`src/rtl/regfile_read_stage_pkg.sv`:
```
// Shared types for the issue-to-execute operand read stage.
// Physical register file geometry, issue payload, FU option code and bypass record.
package regfile_read_stage_pkg;

    localparam int unsigned PHY_REG_NUM   = 64;
    localparam int unsigned PREG_AW       = $clog2(PHY_REG_NUM);
    localparam int unsigned WB_WIDTH      = 2;
    localparam int unsigned RF_DATA_WIDTH = 32;
    localparam int unsigned ROB_AW        = 5;

    typedef struct packed {
        logic [ROB_AW-1:0]  rob_idx;
        logic               psrc0_valid;
        logic [PREG_AW-1:0] psrc0;
        logic               psrc1_valid;
        logic [PREG_AW-1:0] psrc1;
        logic               pdest_valid;
        logic [PREG_AW-1:0] pdest;
    } IssueBaseSt;

    typedef enum logic [2:0] {
        OpAdd, OpSub, OpAnd, OpOr, OpXor, OpSll, OpSrl, OpSlt
    } AluOpE;

    typedef struct packed {
        AluOpE       op;
        logic        imm_sel;
        logic [11:0] imm;
    } OptionCodeSt;

    typedef struct packed {
        logic                     hit;
        logic [RF_DATA_WIDTH-1:0] data;
    } OperandBypassSt;

endpackage

```
`src/rtl/regfile_read_lane.sv`:
```
// One lane of the operand read pipeline: S1 drives regfile addresses and snoops
// write-back, S2 merges the synchronous read data with the bypass and holds under backpressure.
module regfile_read_lane
    import regfile_read_stage_pkg::*;
#(
    parameter int unsigned DATA_WIDTH  = RF_DATA_WIDTH,
    parameter type         OPTION_CODE = OptionCodeSt
) (
    input  logic                               clk,
    input  logic                               a_rst_n,
    input  logic                               flush_i,
    input  logic                               issue_valid_i,
    output logic                               issue_ready_o,
    input  IssueBaseSt                         issue_base_i,
    input  OPTION_CODE                         issue_oc_i,
    output logic [1:0][PREG_AW-1:0]            rf_raddr_o,
    input  logic [1:0][DATA_WIDTH-1:0]         rf_rdata_i,
    input  logic [WB_WIDTH-1:0]                wb_i,
    input  logic [WB_WIDTH-1:0][PREG_AW-1:0]   wb_pdest_i,
    input  logic [WB_WIDTH-1:0][DATA_WIDTH-1:0] wb_data_i,
    output logic                               exe_valid_o,
    input  logic                               exe_ready_i,
    output IssueBaseSt                         exe_base_o,
    output OPTION_CODE                         exe_oc_o,
    output logic [DATA_WIDTH-1:0]              exe_src0_o,
    output logic [DATA_WIDTH-1:0]              exe_src1_o
);

    logic                         r_s1_valid;
    IssueBaseSt                   r_s1_base;
    OPTION_CODE                   r_s1_oc;
    OperandBypassSt [1:0]         r_s1_byp;
    logic [1:0][PREG_AW-1:0]      r_raddr;

    logic                         r_s2_valid;
    logic                         r_s2_fresh;
    IssueBaseSt                   r_s2_base;
    OPTION_CODE                   r_s2_oc;
    OperandBypassSt [1:0]         r_s2_byp;
    logic [1:0][DATA_WIDTH-1:0]   r_src;

    logic                         w_s2_adv;
    logic                         w_s1_adv;
    logic                         w_accept;
    logic                         w_s1_to_s2;
    logic [1:0]                   w_psrc_valid;
    logic [1:0][PREG_AW-1:0]      w_psrc;
    logic [1:0]                   w_s2_psrc_valid;
    OperandBypassSt [1:0]         w_s1_byp_next;
    logic [1:0][DATA_WIDTH-1:0]   w_src;

    assign w_s2_adv      = ~r_s2_valid | exe_ready_i;
    assign w_s1_adv      = ~r_s1_valid | w_s2_adv;
    assign issue_ready_o = w_s1_adv & ~flush_i;
    assign w_accept      = issue_valid_i & issue_ready_o;
    assign w_s1_to_s2    = r_s1_valid & w_s2_adv;

    assign w_psrc_valid    = {r_s1_base.psrc1_valid, r_s1_base.psrc0_valid};
    assign w_psrc          = {r_s1_base.psrc1, r_s1_base.psrc0};
    assign w_s2_psrc_valid = {r_s2_base.psrc1_valid, r_s2_base.psrc0_valid};

    // Descending scan so the lowest matching write-back port is the one that sticks.
    always_comb begin
        w_s1_byp_next = r_s1_byp;
        for (int n = 0; n < 2; n++) begin
            for (int k = int'(WB_WIDTH) - 1; k >= 0; k--) begin
                if (w_psrc_valid[n] && wb_i[k] && (wb_pdest_i[k] == w_psrc[n])) begin
                    w_s1_byp_next[n].hit  = 1'b1;
                    w_s1_byp_next[n].data = wb_data_i[k];
                end
            end
        end
    end

    always_comb begin
        w_src = '0;
        for (int n = 0; n < 2; n++) begin
            if (!w_s2_psrc_valid[n]) begin
                w_src[n] = '0;
            end else if (r_s2_fresh) begin
                w_src[n] = r_s2_byp[n].hit ? r_s2_byp[n].data : rf_rdata_i[n];
            end else begin
                w_src[n] = r_src[n];
            end
        end
    end

    always_ff @(posedge clk or negedge a_rst_n) begin
        if (!a_rst_n) begin
            r_s1_valid <= 1'b0;
            r_s1_base  <= '0;
            r_s1_oc    <= '0;
            r_s1_byp   <= '0;
            r_raddr    <= '0;
            r_s2_valid <= 1'b0;
            r_s2_fresh <= 1'b0;
            r_s2_base  <= '0;
            r_s2_oc    <= '0;
            r_s2_byp   <= '0;
            r_src      <= '0;
        end else if (flush_i) begin
            r_s1_valid <= 1'b0;
            r_s2_valid <= 1'b0;
            r_s2_fresh <= 1'b0;
            r_s1_byp   <= '0;
            r_s2_byp   <= '0;
        end else begin
            if (w_accept) begin
                r_s1_valid <= 1'b1;
                r_s1_base  <= issue_base_i;
                r_s1_oc    <= issue_oc_i;
                r_raddr    <= {issue_base_i.psrc1, issue_base_i.psrc0};
                r_s1_byp   <= '0;
            end else begin
                if (w_s1_to_s2) r_s1_valid <= 1'b0;
                if (r_s1_valid) r_s1_byp <= w_s1_byp_next;
            end

            if (w_s1_to_s2) begin
                r_s2_valid <= 1'b1;
                r_s2_fresh <= 1'b1;
                r_s2_base  <= r_s1_base;
                r_s2_oc    <= r_s1_oc;
                r_s2_byp   <= w_s1_byp_next;
            end else begin
                if (w_s2_adv) r_s2_valid <= 1'b0;
                // Read data is only valid in the first S2 cycle; freeze it for stalls.
                if (r_s2_fresh) begin
                    r_s2_fresh <= 1'b0;
                    r_src      <= w_src;
                end
            end
        end
    end

    assign rf_raddr_o  = r_raddr;
    assign exe_valid_o = r_s2_valid & ~flush_i;
    assign exe_base_o  = r_s2_base;
    assign exe_oc_o    = r_s2_oc;
    assign exe_src0_o  = w_src[0];
    assign exe_src1_o  = w_src[1];

endmodule

```
`src/rtl/regfile_read_stage.sv`:
```
// Operand read boundary of the backend: one independent S1/S2 lane per RS bank.
// Write-back snoop buses are shared by every lane.
module regfile_read_stage
    import regfile_read_stage_pkg::*;
#(
    parameter int unsigned BANK_NUM    = 2,
    parameter int unsigned DATA_WIDTH  = RF_DATA_WIDTH,
    parameter type         OPTION_CODE = OptionCodeSt
) (
    input  logic                                      clk,
    input  logic                                      a_rst_n,
    input  logic                                      flush_i,
    input  logic [BANK_NUM-1:0]                       issue_valid_i,
    output logic [BANK_NUM-1:0]                       issue_ready_o,
    input  IssueBaseSt [BANK_NUM-1:0]                 issue_base_i,
    input  OPTION_CODE [BANK_NUM-1:0]                 issue_oc_i,
    output logic [BANK_NUM-1:0][1:0][PREG_AW-1:0]     rf_raddr_o,
    input  logic [BANK_NUM-1:0][1:0][DATA_WIDTH-1:0]  rf_rdata_i,
    input  logic [WB_WIDTH-1:0]                       wb_i,
    input  logic [WB_WIDTH-1:0][PREG_AW-1:0]          wb_pdest_i,
    input  logic [WB_WIDTH-1:0][DATA_WIDTH-1:0]       wb_data_i,
    output logic [BANK_NUM-1:0]                       exe_valid_o,
    input  logic [BANK_NUM-1:0]                       exe_ready_i,
    output IssueBaseSt [BANK_NUM-1:0]                 exe_base_o,
    output OPTION_CODE [BANK_NUM-1:0]                 exe_oc_o,
    output logic [BANK_NUM-1:0][DATA_WIDTH-1:0]       exe_src0_o,
    output logic [BANK_NUM-1:0][DATA_WIDTH-1:0]       exe_src1_o
);

    for (genvar b = 0; b < BANK_NUM; b++) begin : g_lane
        regfile_read_lane #(
            .DATA_WIDTH  (DATA_WIDTH),
            .OPTION_CODE (OPTION_CODE)
        ) u_lane (
            .clk           (clk),
            .a_rst_n       (a_rst_n),
            .flush_i       (flush_i),
            .issue_valid_i (issue_valid_i[b]),
            .issue_ready_o (issue_ready_o[b]),
            .issue_base_i  (issue_base_i[b]),
            .issue_oc_i    (issue_oc_i[b]),
            .rf_raddr_o    (rf_raddr_o[b]),
            .rf_rdata_i    (rf_rdata_i[b]),
            .wb_i          (wb_i),
            .wb_pdest_i    (wb_pdest_i),
            .wb_data_i     (wb_data_i),
            .exe_valid_o   (exe_valid_o[b]),
            .exe_ready_i   (exe_ready_i[b]),
            .exe_base_o    (exe_base_o[b]),
            .exe_oc_o      (exe_oc_o[b]),
            .exe_src0_o    (exe_src0_o[b]),
            .exe_src1_o    (exe_src1_o[b])
        );
    end

endmodule

```
`config.mk`:
```
export PLATFORM = sky130hd
export DESIGN_NAME = regfile_read_stage
export DESIGN_NICKNAME = d
export VERILOG_FILES = /design/src/rtl/regfile_read_stage_pkg.sv /design/src/rtl/regfile_read_lane.sv /design/src/rtl/regfile_read_stage.sv
export SDC_FILE = /design/constraint.sdc
export NUM_CORES = 1
export LEC_CHECK = 0
export CORE_UTILIZATION = 48
export CTS_CLUSTER_SIZE = 40
export DETAILED_ROUTE_END_ITERATION = 6
export GPL_TIMING_DRIVEN = 0
export PLACE_DENSITY_LB_ADDON = 0.15
export SLEW_MARGIN = 0
export SYNTH_ARGS = -nofsm -noshare
export SYNTH_HDL_FRONTEND = slang
export SYNTH_SLANG_ARGS = --single-unit
```
`constraint.sdc`:
```
create_clock -name clk -period 3.5 [get_ports clk]
set_clock_uncertainty 0.1 [all_clocks]
set_input_delay 0.7 -clock clk [delete_from_list [all_inputs] [get_ports clk]]
set_output_delay 0.7 -clock clk [all_outputs]
set_load 0.01 [all_outputs]
```
* Word-level counts from Yosys, hierarchy flattened
Index checks and enable logic that the tools add are counted.
** Storage, ports and cells
- Logic and storage cells :: 169
- Output and inout port bits :: 240
- Bits of input ports :: 297
- Register bits :: 566
** Cells by class
- Equality and inequality tests :: 8
- Reductions and logical operators :: 30
- Mux-type cells :: 46
- Bitwise operators :: 19
** Operators by type and width (count)
- $mux W66 :: 10
- $mux W32 :: 12
- $mux W33 :: 8
- $eq A6 B6 Y1 :: 8
- $reduce_bool A3 Y1 :: 6
- $logic_and A1 B1 Y1 :: 16
- $mux W1 :: 16
- $and A1 B1 Y1 :: 8
- $reduce_and A2 Y1 :: 4
- $not A1 Y1 :: 7
- $reduce_and A3 Y1 :: 2
- $or A1 B1 Y1 :: 4
- $reduce_bool A2 Y1 :: 2

* Logic depth before layout (Yosys ltp)
Gate-level depths: netlist (run 1).
- Depth in word-level cells :: 7
- Gate-level depth with buffers :: 8
- Gate-level depth less buffers :: 6

* Hierarchy
A second synthesis (run 1) with hierarchy kept.
** Unflattened totals
- Cell total of the unflattened synthesis :: 2772
- Area, all modules :: 27954.3 sq um
** Modules (own cells, without submodules)
- regfile_read_lane :: cells an instance 1386, times used 2, sequential area each 7081.8 sq um, area each 13977.2 sq um

* Least setup slack after synthesis (run 1)
OpenSTA, ideal clock, no wires.
- Path type :: input to register
- From :: input port wb_pdest_i[10] (netlist name)
- To :: register g_lane[0].u_lane.r_s1_byp[46] (netlist name)
- Cell stages on the path :: 8
- Path buffers :: 3
- Library setup time :: 0.132 ns
- Data required time :: 3.268 ns
- Slack :: 1.014 ns
- Arrival time :: 2.254 ns
- Path through :: clkbuf_1 xnor2_1 nand4_1 or2_2 clkbuf_1 buf_2 a211oi_1 o31ai_1
** On the way
- Longest elaborated chain between the ends :: 7
** Ends and longest elaborated chain
- start: declaration :: RTL line regfile_read_stage.sv:20 : input logic [WB_WIDTH-1:0][PREG_AW-1:0] wb_pdest_i,
- $eq A6 B6 Y1 :: RTL line regfile_read_lane.sv:67 : if (w_psrc_valid[n] && wb_i[k] && (wb_pdest_i[k] == w_psrc[n])) begin
- $logic_and A1 B1 Y1 :: RTL line regfile_read_lane.sv:67
- $mux W33 (2 in series) :: RTL line regfile_read_lane.sv:67
- $mux W66 :: RTL line regfile_read_lane.sv:116 : if (r_s1_valid) r_s1_byp <= w_s1_byp_next;
- $mux W66 :: RTL line regfile_read_lane.sv:108 : if (w_accept) begin
- $mux W66 :: RTL line regfile_read_lane.sv:101 : end else if (flush_i) begin
- end signal: assignment :: RTL line regfile_read_lane.sv:116
- end: declaration :: RTL line regfile_read_lane.sv:32 : OperandBypassSt [1:0] r_s1_byp;
Every way passes these cells. The select of a mux whose other input is x is not followed.
A chain may end at the register's enable or synchronous reset.

==> results of run 1 <==
==> area by class of cell <==
type,count,share of cell area [%]
sequential,566,38.7
clock buffer,88,4.78
multi-input combinational,1789,34.0
buffer,281,3.55
clock inverter,19,0.951
timing repair buffer,537,15.0
tap,765,2.62
antenna,4,0.0274
inverter,36,0.369
==> power groups by stage <==
| stage | combinational (mW) | sequential (mW) | clock (mW) |
|---|---|---|---|
| after detailed placement | 3.40 | 7.54 | 0 |
| after floorplan | 1.41 | 7.56 | 0 |
| final | 3.46 | 7.44 | 6.84 |
| after global placement | 3.33 | 7.54 | 0 |
| after CTS | 3.43 | 7.44 | 6.90 |
| after global routing | 3.68 | 7.50 | 7.14 |
==> registers in the layout, summed over array words and instances, names as in the netlist <==
register	count
g_lane.u_lane.exe_base_o	52
g_lane.u_lane.exe_oc_o	32
g_lane.u_lane.r_s1_base	52
g_lane.u_lane.r_s1_byp	132
g_lane.u_lane.r_s1_oc	32
g_lane.u_lane.r_s1_valid	2
g_lane.u_lane.r_s2_byp	132
g_lane.u_lane.r_s2_fresh	2
g_lane.u_lane.r_s2_valid	2
g_lane.u_lane.r_src	128
==> through the flow <==
stage               TNS, ps  power (mW)  cells  hold WS [ps]
global placement          -        10.9   3970           350
CTS                       0        17.8   4083           370
floorplan                 0        8.97   2675           304
finish                    0        17.7   4085           369
detailed placement   -16840        10.9   3976           354
global route          -51.3        18.3   4083           391
==> worst reg2reg max path, stage by stage, from the launching register on <==
cell and delay, ps:
dfrtp_1 470, xor2_1 210, nor4_2 780, nand2_1 420
clkbuf_1 350, a211oi_1 500, o31ai_1 160
==> layout by cell type, fill, tap and decap left out, types with 28 or more instances in the layout <==
master,count
nand3_1,54
o31ai_1,48
dfrtp_1,565
nand4_1,36
a31oi_1,88
o211a_1,128
o21ai_0,102
nand2_1,455
clkdlybuf4s50_1,529
nor2_1,43
a211oi_1,32
mux2_2,212
mux2i_1,128
a22o_1,197
xnor2_1,33
nor3_1,130
clkbuf_16,61
buf_4,28
inv_1,35
clkbuf_1,203
==> final timing paths <==
check                                                     start                         endpoint  slack (ps)  cells past startpoint
max in group asynchronous                               a_rst_n    g_lane[0].u_lane.r_s1_base[6]        1490                      4
worst max register to register   g_lane[1].u_lane.r_s1_base[14]    g_lane[1].u_lane.r_s1_byp[21]         380                      6
min in group asynchronous                               a_rst_n       g_lane[1].u_lane.r_src[38]         410                      2
worst min register to register   g_lane[1].u_lane.r_s1_base[21]  g_lane[1].u_lane.exe_base_o[21]         370                      2
worst max-delay path            g_lane[1].u_lane.exe_base_o[13]                   exe_src1_o[61]          70                      4
worst min-delay path             g_lane[1].u_lane.r_s1_base[21]  g_lane[1].u_lane.exe_base_o[21]         370                      2
==> cell families (layout without fill, tap and decap cells) <==
family                    count (synthesis)  after routing  synth area share (%)
other                                     0              4                     0
DFF                                     566            566                  50.6
AOI/OAI and AO/OA                       628            628                  17.7
muxes                                   340            340                  13.1
buffers and inverters                   320            961                  4.96
xor gates and xnor gates                 48             48                  1.50
and+or+nand+nor                         773            773                  12.1
==> per-layer routing <==
metal / share of wire [%] / track usage [%] / up-vias / routed length (um)
li1: - / - / 10900 / -
met1: 41 / 45.1 / 12400 / 41600
met2: 48 / 55.0 / 995 / 48200
met3: 8.3 / 6.77 / 202 / 8430
met4: 3.0 / 10.5 / 12 / 3020
met5: 0.078 / 0 / - / 79
==> timing repair <==
item | 4_1_cts | 5_1_grt
resized for setup | 26 | 28
cloned | 0 | 0
hold buffers | 1 | 0
setup endpoints to repair | 128 | 84
hold endpoints to repair | 24 | 0
==> out/results.txt, run 1 <==
outcome = complete, no violations
die area = 0.0593 mm^2
required time of the critical path = 2700 ps
Worst-path clk slew = 60 ps
CP max-delay cell = clkdlybuf4s50_1
chip height = 243 um
Fmax achieved = 0.292 GHz
Worst setup EP type = output port
worst slew pin tran = 1270 ps
Worst VDD drop = 450 uV
area leader, netlist = dfrtp_1
Worst-Skew Late Latency = 630 ps
Seq/Total Area, Yosys = 50.6%
most frequent cell after synthesis = dfrtp_1
Seq pwr share = 41.9%
Pins Over Slew Limit = 0
share of cells above drive strength 1 = 12.4%
Int Pwr = 12.9 mW
total CTS buffers = 60
synth cell count leaders = dfrtp_1 (566), nand2_1 (455), clkbuf_1 (222), mux2_2 (212), a22o_1 (197)
WL final = 101000 um
hold crit path type = reg -> reg
unrepaired setup endpoints after global routing = yes
number of flops mapped to enable cells by yosys = 0
Crit path buffers/inverters = 3
dpl ws = -393 ps
fill count = 4673
clk sinks = 566
Synth Instances = 2675
Syn Area/Cell = 10.5 um^2
fin crit period = 3430 ps
# rows = 88
Comb power frac = 19.5%
area of the multi-input gates = 0.0124 mm^2
design area = 0.0366 mm^2
largest cells by area after synthesis = dfrtp_1 (51%), mux2_2 (8.5%), a22o_1 (6.2%)
Max clock buf depth = 3
Die X = 243 um
I/O Pins = 537
DR iter-0 viols = 2040
Port Buffers = 530
Unique masters post-synth = 44
leak pwr = 17.1 nW
synth-to-layout area growth = 30.7%
dpl hpwl = 76700 um
worst path cell trace = buf_1 > clkbuf_2 > o211a_1 > clkdlybuf4s50_1
Final setup viols = 0
first-pass detailed-route iteration total = 6
CP max stage delay = 580 ps
starting density of the core = 48.5%
Final Cycle Share = 97.9%
GRT Resource Usage Total = 33.7%
Synth Register Bits = 566
Reg area = 0.0142 mm^2
Max Cap Violations = 0
top-area cell type share of the netlist area = 50.6%
vias in the first global route = 25100
initial antenna violation count = 10
Sw Share = 27.3%
max_slew headroom = 15.5%
Critical Path AT = 2630 ps
Detail Route Antenna Nets = 0
setup bufs post-CTS = 0
WL/cell = 24.8 um
largest net degree at the start of global routing = 120
clock root cell = clkbuf_16
Main synth FF type = dfrtp_1
CTS tree = done
Nets = 3568
vias = 24500
Worst setup SP type = flop
fin worst setup slack = 72.3 ps
CP delay by family, top = buffers and inverters
Critical Path Fanout Max = 10
post-synthesis net count = 2972
Residual DRC = 0
synthesized area = 0.0280 mm^2
global-route wire length before repair = 152000 um
total core area = 0.0577 mm^2
final core utilization = 63.4%
WS Path Type = reg -> out
Clk pwr share = 38.6%
ys async rst share = 100%
RePlAce Congestion = 0.980
H-tree levels = 2
PwrDens = 485 mW/mm^2
switching power total = 4.84 mW
Ys Warns = 0
vias per std cell = 5.99
final hold viol count = 0
DP Area = 0.0344 mm^2
grt total ovfl = 0
(Power assumes the default switching activity.)
==> run 2: changes to the inputs <==
Settings changed: ABC_CLOCK_PERIOD_IN_PS set to 3500, CORE_MARGIN set to 2.
==> run 2 against run 1 <==
Against the previous run: clock power is 5.7% higher; power is 2.2% higher; clock-buffer cell count fell by 12; global-route usage shrank 0.82 points; non-clock buffer count down 1; hold slack got worse by 350 ps; via count is essentially flat; setup slack got worse by 7.9 ps; utilization grew 0.23 points; register-to-register slack got worse by 60 ps; largest cell class unchanged.
==> out/results.txt, run 2 (same netlist as run 1, synthesis figures left out) <==
final hold viol count = 0 (unchanged)
vias in the first global route = 24900 (was 25100)
total CTS buffers = 61 (was 60)
share of cells above drive strength 1 = 13.1% (was 12.4%)
global-route wire length before repair = 150000 um (was 152000 um)
hold crit path type = in -> async (was reg -> reg)
Worst VDD drop = 473 uV (was 450 uV)
leak pwr = 17.2 nW (was 17.1 nW)
fin crit period = 3440 ps (was 3430 ps)
largest net degree at the start of global routing = 124 (was 120)
Fmax achieved = 0.291 GHz (was 0.292 GHz)
Port Buffers = 530 (unchanged)
Worst-Skew Late Latency = 630 ps (about the same)
Detail Route Antenna Nets = 0 (unchanged)
Worst setup EP type = output port (unchanged)
max_slew headroom = 9.07% (was 15.5%)
dpl hpwl = 75900 um (was 76700 um)
chip height = 245 um (was 243 um)
WS Path Type = reg -> out (unchanged)
WL final = 101000 um (about the same)
final core utilization = 63.6% (was 63.4%)
die area = 0.0603 mm^2 (was 0.0593 mm^2)
unrepaired setup endpoints after global routing = no (was yes)
Worst-path clk slew = 60 ps (about the same)
Max Cap Violations = 0 (unchanged)
PwrDens = 494 mW/mm^2 (was 485 mW/mm^2)
uppermost layer routed = met5 (unchanged)
CTS tree = done (unchanged)
required time of the critical path = 2700 ps (about the same)
Hold-fix buffers, CTS = 0 (was 1)
total power = 18.1 mW (was 17.7 mW)
starting density of the core = 48.5% (unchanged)
final std cells w/o fill = 4094 (was 4085)
I/O Pins = 537 (unchanged)
grt total ovfl = 0 (unchanged)
vias = 24500 (about the same)
placed insts = 3976 (unchanged)
initial antenna violation count = 12 (was 10)
clk sinks = 566 (unchanged)
synth-to-layout area growth = 31.2% (was 30.7%)
total core area = 0.0577 mm^2 (unchanged)
Top Registers = g_lane.u_lane.r_s1_byp (132), g_lane.u_lane.r_s2_byp (132), g_lane.u_lane.r_src (128) (unchanged)
Pins Over Slew Limit = 0 (unchanged)
WL/cell = 24.6 um (was 24.8 um)
clock root cell = clkbuf_16 (unchanged)
# rows = 88 (unchanged)
vias per std cell = 5.98 (was 5.99)
fin worst setup slack = 64.4 ps (was 72.3 ps)
Die X = 245 um (was 243 um)
Residual DRC = 0 (unchanged)
Final Cycle Share = 98.2% (was 97.9%)
outcome = complete, no violations (unchanged)
DR iter-0 viols = 1946 (was 2040)
first-pass detailed-route iteration total = 5 (was 6)
Worst setup SP type = flop (unchanged)
worst slew pin tran = 1360 ps (was 1270 ps)
Critical Path AT = 2640 ps (was 2630 ps)
wl on met1 = 40200 um (was 41600 um)
Final setup viols = 0 (unchanged)
H-tree levels = 2 (unchanged)
commonest non-fill, non-tap cell in the layout = dfrtp_1 (unchanged)
GRT Resource Usage Total = 32.9% (was 33.7%)
RePlAce Congestion = 0.992 (was 0.980)
met2 WL = 47100 um (was 48200 um)
setup bufs post-CTS = 0 (unchanged)
met3 WL post-DR = 9870 um (was 8430 um)
Max clock buf depth = 3 (unchanged)
Critical Path Fanout Max = 10 (unchanged)
Nets = 3568 (unchanged)
most frequent cells in the layout = dfrtp_1 (566), clkdlybuf4s50_1 (529), nand2_1 (455) (was dfrtp_1 (565), clkdlybuf4s50_1 (529), nand2_1 (455))
dpl ws = -377 ps (was -393 ps)
## run 2: changes by cell type in the layout (fill, tap and decap cells not counted), moves of 5 or more
cell        before  now
clkbuf_1       203  186
clkinvlp_4       1    6
clkinv_2         8   14
clkbuf_2        23   30
## run 2: final timing paths
check	to	from	slack [ps]	cells after the start
worst min register to register	g_lane[1].u_lane.exe_oc_o[2]	g_lane[1].u_lane.r_s1_oc[2]	370	2
min in group clk	g_lane[1].u_lane.exe_oc_o[2]	g_lane[1].u_lane.r_s1_oc[2]	370	2
max in group asynchronous	g_lane[0].u_lane.r_src[36]	a_rst_n	1590	3
worst max register to register	g_lane[0].u_lane.r_s1_byp[19]	g_lane[0].u_lane.r_s2_valid	320	7
worst min-delay path	g_lane[1].u_lane.r_src[41]	a_rst_n	20	1
worst max-delay path	exe_src1_o[54]	g_lane[1].u_lane.exe_base_o[13]	60	4
## run 2: metal layers
metal  vias to the layer above  GRT usage (%)
met5                         -              0
met4                        12           11.1
met3                       230           9.45
met2                      1086           52.8
met1                     12300           42.7
li1                      10900              -
## run 2: final cells by class
cell class / count / area (um^2)
Fill cell: 4746 / 21000
Clock buffer: 76 / 1710
Inverter: 36 / 135
Clock inverter: 39 / 558
Sequential cell: 566 / 14200
Buffer: 281 / 1310
Multi-Input combinational cell: 1789 / 12400
Antenna cell: 6 / 15.0
Tap cell: 765 / 957
Timing Repair Buffer: 536 / 5430
## run 2: critical path: stages, from the launching register on
cell	delay, ps
dfrtp_1	360
buf_1	400
clkbuf_2	390
o211a_1	260
clkdlybuf4s50_1	580
## run 2: timing repair
item / CTS / global route
gates resized for setup: 27 / 33
hold endpoints to repair: 0 / 0
endpoints found under the setup margin: 128 / 119
## run 2: per-stage QoR
step / instance area, um^2 / hold WS (ps) / TNS, ps
final: 36700 / 23.1 / 0
after floorplan: 28000 / 304 / 0
after global placement: 34300 / 350 / -
after global routing: 36700 / 58.0 / 0
after CTS: 36700 / 53.4 / 0
after detailed placement: 34400 / 356 / -21600
## run 2: power by group
group,internal [mW],switching [mW]
Sequential,7.07,0.372
Clock,4.43,2.81
Combinational,1.66,1.79
